===== config.mk =====
export PLATFORM = sky130hd
export DESIGN_NAME = multicycle_control
export DESIGN_NICKNAME = d
export VERILOG_FILES = /design/src/rtl/multicycle_control.sv
export SDC_FILE = /design/constraint.sdc
export NUM_CORES = 1
export LEC_CHECK = 0
export BUFFER_PORTS_ARGS = -buffer_cell sky130_fd_sc_hd__buf_4
export CORE_MARGIN = 2
export CORE_UTILIZATION = 52
export CTS_CLUSTER_SIZE = 24
export DETAILED_ROUTE_END_ITERATION = 10
export PLACE_DENSITY = 0.82
export REMOVE_ABC_BUFFERS = 1
export SLEW_MARGIN = 20
export SYNTH_ARGS = -nofsm -noshare
export SYNTH_HDL_FRONTEND = slang
export SYNTH_SLANG_ARGS = --single-unit

===== constraint.sdc =====
create_clock -name clk -period 2.6 [get_ports clk]
set_input_delay 0.52 -clock clk [delete_from_list [all_inputs] [get_ports clk]]
set_output_delay 0.52 -clock clk [all_outputs]
set_load 0.02 [all_outputs]

===== src/rtl/multicycle_control.sv =====
`default_nettype none
// ============================================================================
// Module   : multicycle_control
// Purpose  : Main control FSM of the multi-cycle RV32I core. Sequences
//            FETCH -> DECODE -> EXEC -> (MEM) -> (WB) over the shared ALU,
//            register file and memory ports, owns the instruction register,
//            and traps on illegal opcodes or memory-port timeouts.
// Ports    : clk/rst_n          clock, synchronous active-low reset
//            imem_*             instruction fetch handshake and data
//            dmem_*             data memory handshake (req/we/ready)
//            branch_taken       comparator result, sampled in EXEC
//            alu_a_sel/alu_b_sel/wb_sel/pc_sel   datapath mux selects
//            reg_we/pc_we       register-file and PC write enables
//            retire/instret     retirement pulse and retired count
//            trap/trap_cause    sticky trap flag and its cause
//            inst/state         instruction register and debug state
// Revision : 1.0 - initial release
// ============================================================================
module multicycle_control #(
    parameter int MEM_TIMEOUT = 255,
    parameter int INSTRET_W   = 32
) (
    input  logic                 clk,
    input  logic                 rst_n,
    output logic                 imem_req,
    input  logic                 imem_ready,
    input  logic [31:0]          imem_rdata,
    output logic [31:0]          inst,
    output logic                 dmem_req,
    output logic                 dmem_we,
    input  logic                 dmem_ready,
    input  logic                 branch_taken,
    output logic [1:0]           alu_a_sel,
    output logic                 alu_b_sel,
    output logic [1:0]           wb_sel,
    output logic                 reg_we,
    output logic                 pc_we,
    output logic                 pc_sel,
    output logic                 retire,
    output logic [INSTRET_W-1:0] instret,
    output logic                 trap,
    output logic [1:0]           trap_cause,
    output logic [2:0]           state
);

    typedef enum logic [2:0] {
        S_FETCH  = 3'd0,
        S_DECODE = 3'd1,
        S_EXEC   = 3'd2,
        S_MEM    = 3'd3,
        S_WB     = 3'd4,
        S_TRAP   = 3'd5
    } state_t;

    localparam logic [6:0] c_OPC_OP     = 7'b0110011;
    localparam logic [6:0] c_OPC_OP_IMM = 7'b0010011;
    localparam logic [6:0] c_OPC_LUI    = 7'b0110111;
    localparam logic [6:0] c_OPC_AUIPC  = 7'b0010111;
    localparam logic [6:0] c_OPC_JAL    = 7'b1101111;
    localparam logic [6:0] c_OPC_JALR   = 7'b1100111;
    localparam logic [6:0] c_OPC_BRANCH = 7'b1100011;
    localparam logic [6:0] c_OPC_LOAD   = 7'b0000011;
    localparam logic [6:0] c_OPC_STORE  = 7'b0100011;

    localparam logic [1:0] c_CAUSE_ILLEGAL = 2'd1;
    localparam logic [1:0] c_CAUSE_IMEM    = 2'd2;
    localparam logic [1:0] c_CAUSE_DMEM    = 2'd3;

    // Trap fires on the edge that ends the MEM_TIMEOUT-th unanswered cycle.
    localparam logic [15:0] c_WAIT_LAST = 16'(MEM_TIMEOUT - 1);

    state_t                 r_state;
    logic [15:0]            r_wait;
    logic [31:0]            r_inst;
    logic [INSTRET_W-1:0]   r_instret;
    logic                   r_trap;
    logic [1:0]             r_cause;

    logic [6:0] w_opc;
    logic       w_is_load;
    logic       w_is_store;
    logic       w_is_branch;
    logic       w_is_jump;
    logic       w_legal;
    logic       w_timeout;

    assign w_opc       = r_inst[6:0];
    assign w_is_load   = (w_opc == c_OPC_LOAD);
    assign w_is_store  = (w_opc == c_OPC_STORE);
    assign w_is_branch = (w_opc == c_OPC_BRANCH);
    assign w_is_jump   = (w_opc == c_OPC_JAL) || (w_opc == c_OPC_JALR);
    assign w_legal     = (w_opc == c_OPC_OP)    || (w_opc == c_OPC_OP_IMM) ||
                         (w_opc == c_OPC_LUI)   || (w_opc == c_OPC_AUIPC)  ||
                         w_is_jump || w_is_branch || w_is_load || w_is_store;
    assign w_timeout   = (r_wait == c_WAIT_LAST);

    assign inst       = r_inst;
    assign instret    = r_instret;
    assign trap       = r_trap;
    assign trap_cause = r_cause;
    assign state      = r_state;

    // Datapath controls. Everything is forced low while rst_n is held so a
    // reset that lands mid-access drops the request immediately.
    always_comb begin
        imem_req  = 1'b0;
        dmem_req  = 1'b0;
        dmem_we   = 1'b0;
        alu_a_sel = 2'd0;
        alu_b_sel = 1'b0;
        wb_sel    = 2'd0;
        reg_we    = 1'b0;
        pc_we     = 1'b0;
        pc_sel    = 1'b0;
        retire    = 1'b0;
        if (rst_n) begin
            case (r_state)
                S_FETCH: imem_req = 1'b1;
                S_EXEC: begin
                    alu_b_sel = (w_opc != c_OPC_OP);
                    if (w_opc == c_OPC_LUI) begin
                        alu_a_sel = 2'd2;
                    end else if ((w_opc == c_OPC_AUIPC) || (w_opc == c_OPC_JAL) || w_is_branch) begin
                        alu_a_sel = 2'd1;
                    end
                    if (w_is_branch) begin
                        pc_we  = 1'b1;
                        pc_sel = branch_taken;
                        retire = 1'b1;
                    end
                end
                S_MEM: begin
                    dmem_req = 1'b1;
                    dmem_we  = w_is_store;
                    if (dmem_ready && w_is_store) begin
                        pc_we  = 1'b1;
                        retire = 1'b1;
                    end
                end
                S_WB: begin
                    reg_we = 1'b1;
                    pc_we  = 1'b1;
                    retire = 1'b1;
                    pc_sel = w_is_jump;
                    if (w_is_jump) begin
                        wb_sel = 2'd2;
                    end else if (w_is_load) begin
                        wb_sel = 2'd1;
                    end
                end
                default: ;
            endcase
        end
    end

    always_ff @(posedge clk) begin
        if (!rst_n) begin
            r_state   <= S_FETCH;
            r_wait    <= 16'd0;
            r_inst    <= 32'd0;
            r_instret <= '0;
            r_trap    <= 1'b0;
            r_cause   <= 2'd0;
        end else begin
            if (retire) begin
                r_instret <= r_instret + INSTRET_W'(1);
            end
            case (r_state)
                S_FETCH: begin
                    if (imem_ready) begin
                        r_inst  <= imem_rdata;
                        r_state <= S_DECODE;
                        r_wait  <= 16'd0;
                    end else if (w_timeout) begin
                        r_state <= S_TRAP;
                        r_trap  <= 1'b1;
                        r_cause <= c_CAUSE_IMEM;
                        r_wait  <= 16'd0;
                    end else begin
                        r_wait <= r_wait + 16'd1;
                    end
                end
                S_DECODE: begin
                    r_wait <= 16'd0;
                    if (w_legal) begin
                        r_state <= S_EXEC;
                    end else begin
                        r_state <= S_TRAP;
                        r_trap  <= 1'b1;
                        r_cause <= c_CAUSE_ILLEGAL;
                    end
                end
                S_EXEC: begin
                    r_wait <= 16'd0;
                    if (w_is_load || w_is_store) begin
                        r_state <= S_MEM;
                    end else if (w_is_branch) begin
                        r_state <= S_FETCH;
                    end else begin
                        r_state <= S_WB;
                    end
                end
                S_MEM: begin
                    if (dmem_ready) begin
                        r_state <= w_is_store ? S_FETCH : S_WB;
                        r_wait  <= 16'd0;
                    end else if (w_timeout) begin
                        r_state <= S_TRAP;
                        r_trap  <= 1'b1;
                        r_cause <= c_CAUSE_DMEM;
                        r_wait  <= 16'd0;
                    end else begin
                        r_wait <= r_wait + 16'd1;
                    end
                end
                S_WB: begin
                    r_state <= S_FETCH;
                    r_wait  <= 16'd0;
                end
                S_TRAP: begin
                    r_wait <= 16'd0;
                end
                // Unused encodings 6/7 are treated as corruption.
                default: begin
                    r_state <= S_TRAP;
                    r_trap  <= 1'b1;
                    r_cause <= c_CAUSE_ILLEGAL;
                    r_wait  <= 16'd0;
                end
            endcase
        end
    end

endmodule
`default_nettype wire


==> results.yml, run 1 <==
pwr:
  p_leak_nw: 2.01
  ir_drop_v: 0.000510
  power_per_cell_area_nw_per_um2: 540
  finalPower_mw: 2.79
yosys:
  ys_types: 62
  synth-edff-count: 0
  synth_area_um2: 4000
  synthArstFlopShare: 0
  avgSynthCellArea_um2: 8.06
  synth.ff_latch_count: 86
  seq_area_frac_synth: 0.431
  yosysWarnings: 0
  ys.flop_type: "dfxtp_1"
  synth_cells: 496
timing:
  worstMarginPinSlew_ps: 747
  fin_skew_ps: 12.6
  slew_viol_final: 0
  rsz0062_at_grt: "no"
  hold_viol_final: 0
  setup_viol: 0
  post-route-min-period_ps: 2420
  max_slew_margin: 0.501
  timing.fmax_mhz: 413
  tns_ps: 0
  fin_crit_sh: 0.932
global_routing:
  first_global_vias: 3768
  antenna_found_initial: 0
  grt_pass1_wl_um: 17200
  grt_use_total: 0.248
  grt_max_degree: 63
  grt.overflow.total: 0
clocking:
  htree_levels: 3
  clockBufferDepth: 2
  postCtsHoldBufs: 0
  post-cts-setup-buffers: 0
  cts_buffers: 9
  cts_sinks: 86
  path_clk_slew_ps: 80
  clock_latency_ps: 350
  clock-root-buffer: "clkbuf_8"
  cts_resized: 0
  cts_tree: "done"
worst_setup_path:
  cp-startpoint: "state[2]"
  rr_startpoint: "inst[2]"
  crit_path_end_kind: "primary output"
  crit_arrival_ps: 1900
  crit_required_ps: 2080
  crit_type: "register to primary output"
  path_max_fanout: 13
  start_kind: "register"
floorplanning:
  dieArea_um2: 8410
  die_h_um: 91.7
  rows: 31
  io_pins: 119
  core_area_um2: 7330
  start_util: 0.545
  die_w_um: 91.7
drt:
  vias: 4022
  drc: 0
  vias_per_cell: 5.67
  antenna_left: 0
  detail_route.wl_per_cell_um: 14.5
  drt_iter0_drc: 211
  routed_wl_um: 10300
  drtPass1Iterations: 5
min_path:
  hp-start: "imem_rdata[14]"
  hp-class: "input port to register"
place:
  dp_hpwl_um: 7410
  io_buffer_count: 118
  place_congestion: 0.897
cells_and_area:
  finalNetCount: 647
  antenna_cells: 0
  layout-drive-gt1-share: 0.259
  syn2layout_area_growth_pct: 29.2
  mostFrequentLayoutCells: "buf_4, nand2_1, dfxtp_1"
  final_common_cell: "buf_4"
status:
  status: "complete, no violations"
flow_run:
  maxCapViolCount: 0
==> critical path, stage by stage (launching register included) <==
cell and delay [ps]:
dfxtp_1 330, buf_4 180, nand2b_1 190, or2_2 300, nor2_1 130, nand3_1 90
nor3_1 160, buf_4 170
==> sequential cells by signal, indices dropped and copies added, names as in the netlist <==
register,flops
instret,32
r_wait,16
inst,32
state,3
trap,1
trap_cause,2
==> final timing paths <==
check	slack (ps)	cells after the start	endpoint
worst max-delay path	180	7	alu_a_sel[1]
worst min-delay path	410	3	inst[14]
worst max register to register	370	5	instret[17]
worst min register to register	460	2	inst[28]
==> through the flow <==
step | worst slack [ps] | std cells | utilization | hold slack, ps | instance area [µm²]
final | 176 | 709 | 0.705 | 414 | 5160
after floorplan | 327 | 468 | - | 426 | 3870
after detailed placement | 273 | 695 | 0.677 | 447 | 4960
after global placement | 342 | 695 | 0.677 | 440 | 4960
after global routing | 15.4 | 709 | 0.705 | 400 | 5160
after CTS | 138 | 709 | 0.704 | 400 | 5160
==> routing by layer <==
layer,vias to the layer above,part of all wire,GRT usage
li1,1975,-,-
met1,1927,0.43,0.302
met2,110,0.50,0.429
met3,10,0.059,0.0740
met4,0,0.012,0.0581
met5,-,0,0
==> final cells by class <==
| class | count | area [µm²] |
|---|---|---|
| Inverter | 13 | 48.8 |
| Tap cell | 99 | 124 |
| Fill cell | 596 | 2170 |
| Clock inverter | 4 | 73.8 |
| Sequential cell | 86 | 1720 |
| Clock buffer | 10 | 128 |
| Multi-Input combinational cell | 369 | 2110 |
| Timing Repair Buffer | 128 | 961 |
==> cell families (layout without fill, tap and decap cells) <==
kind of cell | Yosys count | after routing | synth area share
DFF | 86 | 86 | 0.431
xor gates and xnor gates | 17 | 17 | 0.0372
and+or+nand+nor | 228 | 228 | 0.296
AOI/OAI and AO/OA | 120 | 120 | 0.182
buffers and inverters | 41 | 155 | 0.0429
muxes | 1 | 1 | 0.00250
adders and majority gates | 3 | 3 | 0.00939
==> synthesized netlist by cell type (6+ instances only) <==
| library cell | number | area [µm²] |
|---|---|---|
| nand2_1 | 93 | 349 |
| dfxtp_1 | 86 | 1720 |
| a21oi_1 | 63 | 315 |
| nor2_1 | 28 | 105 |
| clkbuf_1 | 21 | 78.8 |
| o31ai_1 | 16 | 120 |
| nand3_1 | 14 | 70.1 |
| inv_1 | 12 | 45.0 |
| o21ai_0 | 12 | 60.1 |
| or4_1 | 12 | 90.1 |
| xnor2_1 | 12 | 105 |
| or3_1 | 11 | 68.8 |
| nor3_1 | 10 | 50.1 |
| and3_1 | 9 | 56.3 |
| nand4_1 | 8 | 50.1 |
| and2_1 | 6 | 37.5 |
| nand2b_1 | 6 | 37.5 |
==> power breakdown <==
| part | total [mW] | switching (mW) | internal, mW |
|---|---|---|---|
| clock network | 0.990 | 0.459 | 0.532 |
| logic | 0.395 | 0.229 | 0.166 |
| registers | 1.41 | 0.0398 | 1.37 |
| total | 2.79 | 0.727 | 2.06 |
(Power assumes the default switching activity.)
==> inputs of run 2 (changes only) <==
Settings changed: CORE_ASPECT_RATIO set to 1.2.
==> results.yml, run 2 (synthesis results as in run 1) <==
place:
  io_buffer_count: 118
  dp_hpwl_um: 7150
  placedCellCount: 687
  place_congestion: 0.876
timing:
  rsz0062_at_grt: "no"
  fin_crit_sh: 0.924
  slew_viol_final: 0
  timing.fmax_mhz: 416
  hold_viol_final: 0
  worstMarginPinSlew_ps: 734
  fin_hold_ws_ps: 409
  max_slew_margin: 0.508
  setup_viol: 0
  tns_ps: 0
  fin_skew_ps: 11.3
  post-route-min-period_ps: 2400
floorplanning:
  dieArea_um2: 8410
  rows: 35
  start_util: 0.528
  core_area_um2: 7580
  die_h_um: 100
  io_pins: 119
  die_w_um: 84.0
clocking:
  cts_tree: "done"
  htree_levels: 3
  clockBufferDepth: 2
  path_clk_slew_ps: 90
  cts_buffers: 9
  postCtsHoldBufs: 0
  clock_latency_ps: 350
  clock-root-buffer: "clkbuf_8"
  cts_sinks: 86
min_path:
  min_path_cells: 3
  hp-class: "input port to register"
worst_setup_path:
  reg2reg_depth: 5
  crit_arrival_ps: 1880
  crit_path_end_kind: "primary output"
  path_max_fanout: 6
  start_kind: "register"
  crit_type: "register to primary output"
  crit_required_ps: 2080
cells_and_area:
  antenna_cells: 0
  fin_cells: 703
  multiInputGateArea_um2: 2110
  final_common_cell: "buf_4"
  layout-drive-gt1-share: 0.264
  utilization: 0.684
  syn2layout_area_growth_pct: 29.6
  finalNetCount: 646
  nFillCells: 623
  regArea_um2: 1720
  mostFrequentLayoutCells: "buf_4, nand2_1, dfxtp_1"
drt:
  drc: 0
  detail_route.wl_per_cell_um: 14.1
  drtPass1Iterations: 5
  routed_wl_um: 9930
  vias_per_cell: 5.67
  drt_iter0_drc: 123
  antenna_left: 0
  vias: 3986
pwr:
  ir_drop_v: 0.000355
  power_per_cell_area_nw_per_um2: 550
  p_leak_nw: 2.02
  finalPower_mw: 2.85
global_routing:
  grt_pass1_wl_um: 16100
  grt.overflow.total: 0
  grt_use_total: 0.232
  grt_max_degree: 63
  first_global_vias: 3636
  antenna_found_initial: 0
status:
  status: "complete, no violations"
flow_run:
  maxCapViolCount: 0
## run 2: cell count changes in the layout (fill, tap and decap cells not counted)
cell	change
buf_4	-1
clkbuf_1	-1
clkbuf_8	+1
clkinv_2	-1
clkinv_4	+1
clkinvlp_4	+1
dfxtp_1	-1
dfxtp_2	+1
inv_6	+1
## run 2: area by class of cell
type,instances,area share
Tap cell,92,0.0222
Clock inverter,6,0.0181
Multi-Input combinational cell,369,0.407
Inverter,13,0.00942
Sequential cell,86,0.333
Clock buffer,10,0.0266
Timing Repair Buffer,127,0.184
## run 2: worst max-delay path, stage by stage, from the launching register on
cell	delay (ps)
dfxtp_1	440
nor4bb_1	620
and4b_1	320
buf_4	160
## run 2: power breakdown
| part | switching, mW | total [mW] | internal, mW | leakage (nW) |
|---|---|---|---|---|
| registers | 0.0454 | 1.41 | 1.37 | 0.699 |
| logic | 0.218 | 0.382 | 0.164 | 1.21 |
| clock network | 0.484 | 1.06 | 0.574 | 0.113 |
## run 2: path summary, 6_finish.rpt
path,start,endpoint,slack (ps)
max,inst[0],wb_sel[0],200
max reg2reg,inst[3],instret[15],370
min reg2reg,inst[15],inst[15],460
min,imem_rdata[26],inst[26],410
## run 2: timing repair
item                       4_1_cts  5_1_grt
setup buffers                    0        0
setup endpoints to repair        2        2
resized for setup                1        1
## run 2: layer usage
| metal | part of all wire | wire (µm) | vias to the layer above | global-route usage |
|---|---|---|---|---|
| met5 | 0 | 0 | - | 0 |
| met4 | 0.014 | 137 | 0 | 0.0819 |
| met3 | 0.060 | 599 | 12 | 0.0740 |
| met2 | 0.50 | 5000 | 132 | 0.394 |
| met1 | 0.42 | 4190 | 1858 | 0.277 |
| li1 | - | - | 1984 | - |
## run 2: through the flow
stage / setup slack (ps) / instance area (µm²)
6_report: 197 / 5180
5_1_grt: 31.3 / 5180
4_1_cts: 78.0 / 5180
3_5_place_dp: 274 / 4940
3_3_place_gp: 334 / 4940
2_1_floorplan: 327 / 3870
